**src/rtl/regbank_pkg.sv**
```systemverilog
// Shared sizing defaults and FSM state encoding for the register bank
// access controller.
package regbank_pkg;

  localparam int NREG_DEF = 8;
  localparam int AW_DEF   = $clog2(NREG_DEF);
  localparam int WDW_DEF  = 1;
  localparam int RDW_DEF  = 2;

  typedef enum logic [1:0] {
    IDLE,
    ACCESS,
    SCAN
  } state_e;

endpackage

```
**src/rtl/regbank_ctrl_rr_arb2.sv**
```systemverilog
// Two-way round-robin arbiter. The winner is combinational from the request
// vector; the last-winner pointer only moves when the caller commits a grant.
module rr_arb2 (
  input  logic       clk_i,
  input  logic       ar_n_i,
  input  logic [1:0] req_i,
  input  logic       update_i,
  output logic [1:0] winner_o
);

  logic last_q;

  always_comb begin
    winner_o = 2'b00;
    case (req_i)
      2'b01:   winner_o = 2'b01;
      2'b10:   winner_o = 2'b10;
      // On a tie the port that did not win last time goes first.
      2'b11:   winner_o = last_q ? 2'b01 : 2'b10;
      default: winner_o = 2'b00;
    endcase
  end

  always_ff @(posedge clk_i) begin
    if (!ar_n_i) begin
      last_q <= 1'b1;
    end else if (update_i) begin
      last_q <= winner_o[1];
    end
  end

endmodule

```
**src/rtl/regbank_ctrl.sv**
```systemverilog
// Access controller for an external register bank and its read mux: arbitrated
// single-cycle reads/writes from two requesters plus a full-bank scan engine.
module regbank_ctrl
  import regbank_pkg::*;
#(
  parameter int NREG = NREG_DEF,
  parameter int AW   = $clog2(NREG),
  parameter int WDW  = WDW_DEF,
  parameter int RDW  = RDW_DEF
) (
  input  logic            clk,
  input  logic            ar_n,
  input  logic [1:0]      req,
  input  logic [1:0]      we,
  input  logic [AW-1:0]   addr0,
  input  logic [AW-1:0]   addr1,
  input  logic [WDW-1:0]  wdata0,
  input  logic [WDW-1:0]  wdata1,
  output logic [1:0]      gnt,
  output logic [1:0]      rvalid,
  output logic [RDW-1:0]  rdata,
  input  logic            scan_start,
  output logic            scan_busy,
  output logic            scan_valid,
  output logic [AW-1:0]   scan_idx,
  output logic [RDW-1:0]  scan_data,
  output logic            scan_done,
  output logic [NREG-1:0] bank_wen,
  output logic [WDW-1:0]  bank_wdata,
  output logic [AW-1:0]   bank_sel,
  input  logic [RDW-1:0]  bank_rdata
);

  state_e         state_q, state_d;
  logic           we_q, we_d;
  logic [AW-1:0]  sel_q, sel_d;
  logic [WDW-1:0] wdata_q, wdata_d;
  logic [1:0]     owner_q, owner_d;
  logic [1:0]     winner;
  logic           arbUpdate;

  logic [1:0]     gnt_q;
  logic [1:0]     rvalid_q;
  logic [RDW-1:0] rdata_q;
  logic           scanBusy_q;
  logic           scanValid_q;
  logic [AW-1:0]  scanIdx_q;
  logic [RDW-1:0] scanData_q;
  logic           scanDone_q;

  rr_arb2 u_arb (
    .clk_i    (clk),
    .ar_n_i   (ar_n),
    .req_i    (req),
    .update_i (arbUpdate),
    .winner_o (winner)
  );

  // sel_q doubles as the access address and the scan index, so bank_sel
  // naturally holds its last value whenever the bank is not being used.
  always_comb begin
    state_d   = state_q;
    we_d      = we_q;
    sel_d     = sel_q;
    wdata_d   = wdata_q;
    owner_d   = owner_q;
    arbUpdate = 1'b0;
    case (state_q)
      IDLE: begin
        if (scan_start) begin
          state_d = SCAN;
          sel_d   = '0;
        end else if (|req) begin
          state_d   = ACCESS;
          arbUpdate = 1'b1;
          owner_d   = winner;
          if (winner[1]) begin
            we_d    = we[1];
            sel_d   = addr1;
            wdata_d = wdata1;
          end else begin
            we_d    = we[0];
            sel_d   = addr0;
            wdata_d = wdata0;
          end
        end
      end
      ACCESS: state_d = IDLE;
      SCAN: begin
        if (sel_q == AW'(NREG - 1)) begin
          state_d = IDLE;
        end else begin
          sel_d = sel_q + AW'(1);
        end
      end
      default: state_d = IDLE;
    endcase
  end

  always_ff @(posedge clk) begin
    if (!ar_n) begin
      state_q <= IDLE;
      we_q    <= 1'b0;
      sel_q   <= '0;
      wdata_q <= '0;
      owner_q <= 2'b00;
    end else begin
      state_q <= state_d;
      we_q    <= we_d;
      sel_q   <= sel_d;
      wdata_q <= wdata_d;
      owner_q <= owner_d;
    end
  end

  // Read returns and scan strobes trail the bank select by one cycle, which
  // is where the combinational mux output is captured.
  always_ff @(posedge clk) begin
    if (!ar_n) begin
      gnt_q       <= 2'b00;
      rvalid_q    <= 2'b00;
      rdata_q     <= '0;
      scanBusy_q  <= 1'b0;
      scanValid_q <= 1'b0;
      scanIdx_q   <= '0;
      scanData_q  <= '0;
      scanDone_q  <= 1'b0;
    end else begin
      gnt_q       <= arbUpdate ? winner : 2'b00;
      rvalid_q    <= (state_q == ACCESS && !we_q) ? owner_q : 2'b00;
      if (state_q == ACCESS && !we_q) begin
        rdata_q <= bank_rdata;
      end
      scanBusy_q  <= (state_q == SCAN) || (state_d == SCAN);
      scanValid_q <= (state_q == SCAN);
      if (state_q == SCAN) begin
        scanIdx_q  <= sel_q;
        scanData_q <= bank_rdata;
      end
      scanDone_q  <= (state_q == SCAN) && (sel_q == AW'(NREG - 1));
    end
  end

  assign gnt        = gnt_q;
  assign rvalid     = rvalid_q;
  assign rdata      = rdata_q;
  assign scan_busy  = scanBusy_q;
  assign scan_valid = scanValid_q;
  assign scan_idx   = scanIdx_q;
  assign scan_data  = scanData_q;
  assign scan_done  = scanDone_q;

  assign bank_wen   = (state_q == ACCESS && we_q) ? (NREG'(1) << sel_q) : '0;
  assign bank_sel   = sel_q;
  assign bank_wdata = wdata_q;

endmodule

```
**config.mk**
```make
export PLATFORM = sky130hd
export DESIGN_NAME = regbank_ctrl
export DESIGN_NICKNAME = d
export VERILOG_FILES = /design/src/rtl/regbank_pkg.sv /design/src/rtl/regbank_ctrl_rr_arb2.sv /design/src/rtl/regbank_ctrl.sv
export SDC_FILE = /design/constraint.sdc
export NUM_CORES = 1
export LEC_CHECK = 0
export CAP_MARGIN = 20
export CELL_PAD_IN_SITES_DETAIL_PLACEMENT = 1
export CELL_PAD_IN_SITES_GLOBAL_PLACEMENT = 1
export CORE_UTILIZATION = 31
export CTS_CLUSTER_SIZE = 28
export DETAILED_ROUTE_END_ITERATION = 16
export GPL_ROUTABILITY_DRIVEN = 0
export HOLD_SLACK_MARGIN = 0.1
export PLACE_DENSITY = 0.79
export SKIP_LAST_GASP = 1
export SLEW_MARGIN = 20
export SYNTH_ARGS = -nofsm -noshare
export SYNTH_HDL_FRONTEND = slang
export SYNTH_SLANG_ARGS = --single-unit
```
**constraint.sdc**
```tcl
create_clock -name clk -period 2.02 [get_ports clk]
set_input_delay 0.606 -clock clk [delete_from_list [all_inputs] [get_ports clk]]
set_output_delay 0.606 -clock clk [all_outputs]
set_load 0.1 [all_outputs]
```
Word level (Yosys, flattened, before mapping)

Cells that the tools add are included.

Register bits: 24
Input bits: 17
Output and inout bits: 26

Reduce and logical (&&, ||, !) cells: 12
Mux-type cells: 17
Bitwise operators: 1
$add $sub $neg: 1
Shifts and indexed selects: 1
Equal/unequal tests: 9

Operators by type and width:

| operator                                            | count |
|---|---|
| two-way mux 3 bit                                   | 4 |
| equality test 2 bit, second input constant          | 4 |
| two-way mux 2 bit                                   | 4 |
| two-way mux 8 bit                                   | 1 |
| left shift 1 x 3 -> 8 bit, first input constant     | 1 |
| case mux 2 bit (3 select lines)                     | 1 |
| case mux 3 bit (2 select lines)                     | 1 |
| AND reduction 3 bit                                 | 2 |
| two-way mux 1 bit                                   | 5 |
| equality test 2 x 1 -> 1 bit, second input constant | 2 |
| case mux 2 bit (2 select lines)                     | 1 |
| AND reduction 2 bit                                 | 2 |
| adder 3 x 1 -> 3 bit, second input constant         | 1 |
| equality test 3 bit, second input constant          | 1 |
| logical AND 1 bit                                   | 3 |
| inequality test 3 bit, second input constant        | 1 |
| zero test 2 bit                                     | 1 |
| inequality test 2 bit, second input constant        | 1 |
| nonzero test 2 bit                                  | 1 |
| OR reduction 2 bit                                  | 1 |
| zero test 1 bit                                     | 1 |
| logical OR 1 bit                                    | 1 |
| inverter 1 bit                                      | 1 |

Logic depth before layout (Yosys ltp)

Gate-level depths: netlist of run 1.

Depth after elaboration: 6
Gate-level depth with buffers: 5
Gate-level depth less buffers: 5

Cells and area by module

Synthesis of run 1 repeated with hierarchy kept, for this count alone.

Cell total of the unflattened synthesis: 121
Area, all modules: 1097.3 um^2

Modules (own cells, without submodules):

| module       | cells an instance | area each (um^2) | instances |
|---|---|---|---|
| regbank_ctrl | 114               | 1039.7           | 1 |
| rr_arb2      | 7                 | 57.6             | 1 |

Least setup slack after synthesis of run 1

OpenSTA, ideal clock, no wires.

Path type: register to output
Start point: register sel_q[0], in the netlist bank_sel[0]
End point: output bank_wen[5]
Path buffers: 0
Required time: 1414 ps
Cell stages (with the launch flop): 4
Path slack: -1197 ps
Arrival time: 2611 ps
Cells stage by stage: dfxtp_1 ha_1 nand2_1 nor2_1

Word-level cells in the longest chain between the ends: 2

Ends and longest elaborated chain:

| what                      | line                | text |
|---|---|---|
| from (decl)               | regbank_ctrl.sv:36  | `logic [AW-1:0] sel_q, sel_d;` |
| from (signal assigned)    | regbank_ctrl.sv:110 | `sel_q <= sel_d;` |
| left shift 1 x 3 -> 8 bit | regbank_ctrl.sv:153 | `assign bank_wen = (state_q == ACCESS && we_q) ? (NREG'(1) << sel_q) : '0;` |
| two-way mux 8 bit         | regbank_ctrl.sv:153 |  |
| to (decl)                 | regbank_ctrl.sv:28  | `output logic [NREG-1:0] bank_wen,` |

Every way passes these cells.

Final worst setup path of run 1

Start point: register sel_q[1], in the netlist bank_sel[1]
End point: output bank_wen[5]

The elaborated chain is that of the path after synthesis.

==> results.md, run 1 <==
* Status: finished clean
* Setup crit end kind: output pin
* Vias in the first global route at 1130
* # hold bufs at CTS at 0
* IO Pins at 43
* Top-count cell post-synth: dfxtp_1
* Crit path setup slack, layout at 0.00400 ns
* Leak pwr at 0.837 nW
* Metal1 wirelength at 1320 um
* TritonCTS Buffers at 3
* CTS tree: done
* Die footprint at 0.00378 mm^2
* Cell area after layout at 0.00211 mm^2
* Register area share after synthesis at 43.8%
* Max Freq at 0.496 GHz
* Largest net degree at the start of global routing at 23
* Top cell type's share of synthesized area at 43.8%
* GRT Total Usage at 19.9%
* Synth Cell Area at 0.00110 mm^2
* CP Max Fanout at 4
* Routed Antenna Nets at 0
* Max IR drop VDD at 0.000554 V
* Initial antenna violation count at 0
* Vias/cell at 4.89
* Clk Latency, worst-skew pair at 0.34 ns
* Aggregate routed wire length at 3570 um
* Die width at 61.5 um
* Dpl cells at 208
* Final cell count without fillers at 219
* CTS sink count at 24
* Arrival time of the worst setup path at 1.41 ns
* Power per cell area at 607 mW/mm^2
* Clock skew at 0.0166 ns
* Slew @ Worst Pin at 0.377 ns
* Top cells by area, synth: dfxtp_1 44%, mux2i_1 7.3%, ha_1 6.8%, nand2_1 5.8%, and3_1 5.1%
* Syn Inst Count at 118
* Top post-synthesis cells by count: 24 x dfxtp_1, 17 x nand2_1, 9 x and3_1, 8 x mux2i_1, 7 x nor2_1
* Flop2flop setup slack at 0.40 ns
* Ant. Diodes at 0
* Synth Area per Inst at 9.29 um^2
* Place WS at -0.0903 ns
* Async SR Flop Fraction at 0%
* Drc violations at 0
* RSZ-0062 raised after global routing: true
* Post-synthesis cell type count at 29
* YS warnings at 0
* Yosys reg bits at 24
* Router iterations before antenna repair at 3
* H-tree level count at 1
* # setup viols final at 0
* Top layer in use: met4
* Final Max Slew Viols at 0
* Nets at 197
* RR Startpoint: bank_sel[0]
* Startpoint Class: flip-flop
* Final hold slack at 0.514 ns
* Fin crit period at 2.02 ns
* Deepest clock path buffer count at 2
* Congestion Overflow GR at 0
* Worst r2r path cells at 5
* Worst hold path type: flip-flop to flip-flop
* Area leader, netlist: dfxtp_1
* Endpoints failing hold at 0
* Root Buffer: clkbuf_4
* PortBufs at 42
* Number of synthesized flops with an enable pin at 0
* Post-DP Area at 0.00190 mm^2
* Vias at 1072
* Layout area overhead at 92.6%
* R2r endpoint: bank_sel[0]
* Max-Slew Margin vs Limit at 74.8%
* Clock input transition at the sequential cells of the worst setup and hold paths at 0.15 ns
* Routed length per instance at 16.3 um
* Metal2 WL at 2050 um
* Fill count at 377
* Iteration-0 DRC Markers at 17
* Syn_nets at 141
* Core Box Area at 0.00336 mm^2
* Global-route wire length before repair at 5240 um
* Worst Path Required at 1.41 ns
* DR WL met3 at 117 um
* Crit Path Class: flip-flop to output pin
* Hold Path Origin: owner_q[1]
* Tcrit/Tclk final at 99.8%
* Top_reg_cell synth: dfxtp_1
* Hold Path Depth at 2
* Row count at 21
* Max Cap Viol at 0
* Hold Path End: owner_q[1]
* Die Ht at 61.5 um
* Share of cells above drive strength 1 at 42.8%
* Hpwl dp at 2460 um
* Initial core utilization at 32.6%
logic make-up (layout without fill, tap and decap cells):
family,after synthesis,in the layout,synth area share [%]
simple gates,50,50,23.3
mux,8,8,7.31
fa+ha+maj,6,6,6.85
flops,24,24,43.8
buf+inv,9,64,3.88
compound gates,21,21,14.8
critical path: stages, from the launching register on:
cell,delay [ns]
dfxtp_4,0.39
buf_6,0.14
inv_6,0.06
ha_4,0.13
nand2_2,0.07
nor2_4,0.11
buf_12,0.18
flip-flops by register name, indices dropped and copies added (netlist names):
name	flops
owner_q	2
rvalid	2
gnt	2
scan_done	1
rdata	2
scan_data	2
u_arb.last_q	1
scan_busy	1
we_q	1
bank_wdata	1
scan_idx	3
bank_sel	3
scan_valid	1
state_q	2
layout by cell type, fill, tap and decap left out, types with 3 or more instances in the layout:
| cell | instances |
|---|---|
| o21ai_0 | 5 |
| inv_1 | 3 |
| buf_12 | 26 |
| clkbuf_4 | 3 |
| and3_1 | 4 |
| nor2_1 | 4 |
| mux2i_1 | 8 |
| dfxtp_4 | 4 |
| ha_4 | 5 |
| dfxtp_1 | 18 |
| clkdlybuf4s50_1 | 16 |
| nor2_4 | 3 |
| nand2_1 | 15 |
| nor3_1 | 3 |
| and3_4 | 5 |
| nand2b_1 | 3 |
| a21boi_0 | 6 |
| buf_4 | 11 |
| a21oi_1 | 3 |
stage by stage:
stage	utilization [%]	power (mW)	TNS (ns)
after floorplan	-	0.765	0
after global placement	56.5	0.915	-0.0173
after detailed placement	56.5	0.930	-0.160
after CTS	61.4	1.27	-0.0141
after global routing	62.8	1.33	-0.374
final	62.8	1.28	0
worst max-delay path by stage:
| stage | from | to | slack [ns] | cells past startpoint |
|---|---|---|---|---|
| finish | bank_sel[1] | bank_wen[5] | 0.004 | 6 |
| detailed placement | req[0] | bank_sel[0] | -0.09 | 5 |
| global route | state_q[0] | bank_wen[6] | -0.06 | 5 |
| global placement | req[0] | bank_sel[0] | -0.02 | 5 |
| CTS | state_q[0] | bank_wen[6] | -0.01 | 5 |
| floorplan | bank_sel[0] | bank_wen[3] | 0.02 | 3 |
layer usage:
| layer | vias to the layer above | global-route usage (%) |
|---|---|---|
| met4 | 0 | 9.52 |
| met5 | - | 0 |
| li1 | 511 | - |
| met2 | 27 | 40.4 |
| met1 | 528 | 19.3 |
| met3 | 6 | 2.73 |
timing repair:
action | 4_1_cts | 5_1_grt
hold endpoints to repair | 0 | 0
endpoints found under the setup margin | 8 | 8
cloned | 0 | 1
gates resized for setup | 22 | 9
buffers inserted | 5 | 1
pin swaps | 3 | 2
report_power, final:
part,switching (mW),internal [mW]
Sequential,0.0400,0.502
Clock,0.159,0.152
Combinational,0.248,0.181
layout make-up:
type	count	area, um^2	share of cell area, %
Clock buffer	4	47.5	2.25
Inverter	5	23.8	1.13
Multi-Input combinational cell	85	698	33.1
Sequential cell	24	498	23.6
Tap cell	46	57.6	2.73
Timing Repair Buffer	55	786	37.2
Power figures use the tool's default switching activity.
==> run 2: changes to the inputs <==
- CORE_MARGIN: default -> 2
==> run 2 against run 1 <==
  * The run now ends with setup timing left
  * Sequential share of layout area is 0.14 points lower
  * Critical path type unchanged
  * Power rose by 0.78%
  * Design area up 1.6%
  * Global-route usage is 1.2 points lower
  * Flip-flop and latch count did not move
  * Non-clock buffer count rose by 2
  * Register-to-register slack got worse by 0.29 ns
  * Clock-buffer cell count unchanged
  * Clock skew shrank 0.011 ns
  * Wire length rose by 6.2%
  * Largest cell class unchanged
==> results.md, run 2 (synthesized netlist as in run 1, its figures left out) <==
* Status: complete, but fails checks
* Violated checks: setup timing
* Top layer in use: met4
* Initial antenna violation count at 0 (unchanged)
* Arrival time of the worst setup path at 1.42 ns (about the same)
* Congestion Overflow GR at 0 (unchanged)
* Initial core utilization at 32.6% (unchanged)
* IO Pins at 43 (unchanged)
* Core Box Area at 0.00336 mm^2 (unchanged)
* Metal2 WL at 2240 um (+9.3%)
* DR WL met3 at 191 um (+63%)
* Fin crit period at 2.03 ns (+0.00984 ns)
* Power per cell area at 602 mW/mm^2 (-0.81%)
* Hold Path Origin: owner_q[1]
* Final core utilization at 63.8% (+1.0 points)
* Metal1 wirelength at 1280 um (-3.2%)
* Max Freq at 0.494 GHz (-0.49%)
* Vias at 1100 (+2.6%)
* Max IR drop VDD at 0.000452 V (-18%)
* Drc violations at 0 (unchanged)
* RSZ-0062 raised after global routing: true
* # hold bufs at CTS at 0 (unchanged)
* Clock power share at 24.2% (about the same)
* Die Ht at 63.5 um (+3.3%)
* Iteration-0 DRC Markers at 13 (-4)
* Largest net degree at the start of global routing at 23 (unchanged)
* Layout area overhead at 95.7%
* Logic pwr share at 34.1% (+0.7 points)
* PortBufs at 42 (unchanged)
* Vias/cell at 4.98 (+1.7%)
* H-tree level count at 1 (unchanged)
* CTS sink count at 24 (unchanged)
* Cell-internal power at 0.838 mW (+0.39%)
* Global-route wire length before repair at 5910 um (+13%)
* Crit path setup slack, layout at -0.00584 ns (-0.00984 ns)
* Crit Path Class: flip-flop to output pin
* Net Sw Frac at 35.1% (+0.25 points)
* Final cell count without fillers at 221 (+0.91%)
* Reg power frac at 41.7% (-0.6 points)
* Dpl cells at 209 (+0.48%)
* CP Max Fanout at 4 (unchanged)
* P_sw at 0.453 mW (+1.5%)
* Startpoint Class: flip-flop
* Aggregate routed wire length at 3800 um (+6.2%)
* Slew @ Worst Pin at 0.325 ns (-0.0528 ns)
* Worst Path Required at 1.41 ns (about the same)
* Clock input transition at the sequential cells of the worst setup and hold paths at 0.14 ns (about the same)
* Die width at 63.5 um (+3.3%)
* # setup viols final at 2 (+2)
* Tcrit/Tclk final at 100% (+0.49 points)
* Clock skew at 0.00535 ns (-0.0113 ns)
* Die footprint at 0.00403 mm^2 (+6.6%)
* Most common cell after layout, fill and taps aside: buf_12
* Crit path capture: bank_wen[7]
* Row count at 21 (unchanged)
* Fill count at 370 (-1.9%)
* Root Buffer: clkbuf_4
* Router iterations before antenna repair at 4 (+1)
* Share of cells above drive strength 1 at 44.6% (+1.8 points)
* Routed Antenna Nets at 0 (unchanged)
* Setup crit end kind: output pin
* Ant. Diodes at 0 (unchanged)
* Max Cap Viol at 0 (unchanged)
* Endpoints failing hold at 0 (unchanged)
* Vias in the first global route at 1250 (+11%)
* TritonCTS Buffers at 3 (unchanged)
* Leak pwr at 0.849 nW (+1.4%)
* R2r endpoint: bank_sel[1]
* CP startpoint: bank_sel[1]
* Nets at 199 (+1.0%)
* Worst r2r path cells at 8 (+3)
* CTS tree: done
* GRT Total Usage at 18.7% (-1.2 points)
* Deepest clock path buffer count at 2 (unchanged)
* Commonest cells after routing, fill and taps aside: 26 x buf_12, 18 x dfxtp_1, 16 x clkdlybuf4s50_1
* Clk Latency, worst-skew pair at 0.33 ns (about the same)
* Worst hold path type: flip-flop to flip-flop
* Max-Slew Margin vs Limit at 78.4% (+3.5 points)
* RR Startpoint: bank_sel[1]
* Routed length per instance at 17.2 um (+5.3%)
* Hpwl dp at 2540 um (+3.5%)
* Final Max Slew Viols at 0 (unchanged)
* Flop2flop setup slack at 0.11 ns (-0.29 ns)
==> run 2: cell count changes in the layout (fill, tap and decap cells not counted) <==
cell     delta
buf_4       +1
buf_6       +1
dfxtp_2     -2
dfxtp_4     +2
ha_1        -1
ha_4        +1
inv_2       +1
inv_6       -1
nand2_1     -1
nand2_2     +1
==> run 2: timing repair <==
item | in CTS | in global routing
setup endpoints to repair | 8 | 8
gates resized for setup | 14 | 21
pin swaps | 0 | 7
buffers inserted | 6 | 1
cloned | 1 | 0
==> run 2: worst min-delay path by stage <==
stage / endpoint / slack [ns] / cells past startpoint
2_1_floorplan: owner_q[1] / 0.45 / 2
3_3_place_gp: owner_q[1] / 0.47 / 2
3_5_place_dp: owner_q[1] / 0.48 / 2
4_1_cts: owner_q[1] / 0.51 / 2
5_1_grt: rvalid[0] / 0.53 / 1
6_report: owner_q[1] / 0.51 / 2
==> run 2: critical path, stage by stage (launching register included) <==
cell     delay, ns
dfxtp_4       0.41
ha_4          0.17
ha_4          0.14
and3_4        0.19
buf_12        0.17
==> run 2: through the flow <==
step	TNS, ns	power (mW)	area [um^2]	worst slack, ns	hold slack (ns)
2_1_floorplan	0	0.765	1140	0.0232	0.452
3_3_place_gp	0	0.916	1910	0.00496	0.472
3_5_place_dp	-0.189	0.930	1910	-0.0697	0.485
4_1_cts	-0.0343	1.26	2050	-0.0216	0.507
5_1_grt	-0.262	1.35	2140	-0.0665	0.528
6_report	-0.00604	1.29	2140	-0.00584	0.507
==> run 2: area by class of cell <==
| type | count | area, um^2 | area share (%) |
|---|---|---|---|
| Sequential cell | 24 | 503 | 23.5 |
| Inverter | 5 | 18.8 | 0.875 |
| Tap cell | 46 | 57.6 | 2.68 |
| Multi-Input combinational cell | 85 | 713 | 33.3 |
| Timing Repair Buffer | 57 | 805 | 37.5 |
| Clock buffer | 4 | 47.5 | 2.22 |
==> run 2: per-layer routing <==
layer / vias up / global-route usage (%)
met3: 8 / 3.57
met5: - / 0
met2: 38 / 38.6
li1: 516 / -
met1: 538 / 18.5
met4: 0 / 4.89
==> run 2: power groups by stage <==
stage / clock [mW] / combinational [mW] / sequential [mW]
after floorplan: 0 / 0.0960 / 0.669
after global placement: 0 / 0.366 / 0.550
after detailed placement: 0 / 0.378 / 0.553
after CTS: 0.314 / 0.410 / 0.535
after global routing: 0.344 / 0.461 / 0.543
final: 0.313 / 0.440 / 0.538
==> run 3: changes to the inputs <==
- HOLD_SLACK_MARGIN: 0.1 -> default
==> results of run 3 <==
No change in the layout: final DEF, timing and power equal those of run 2.
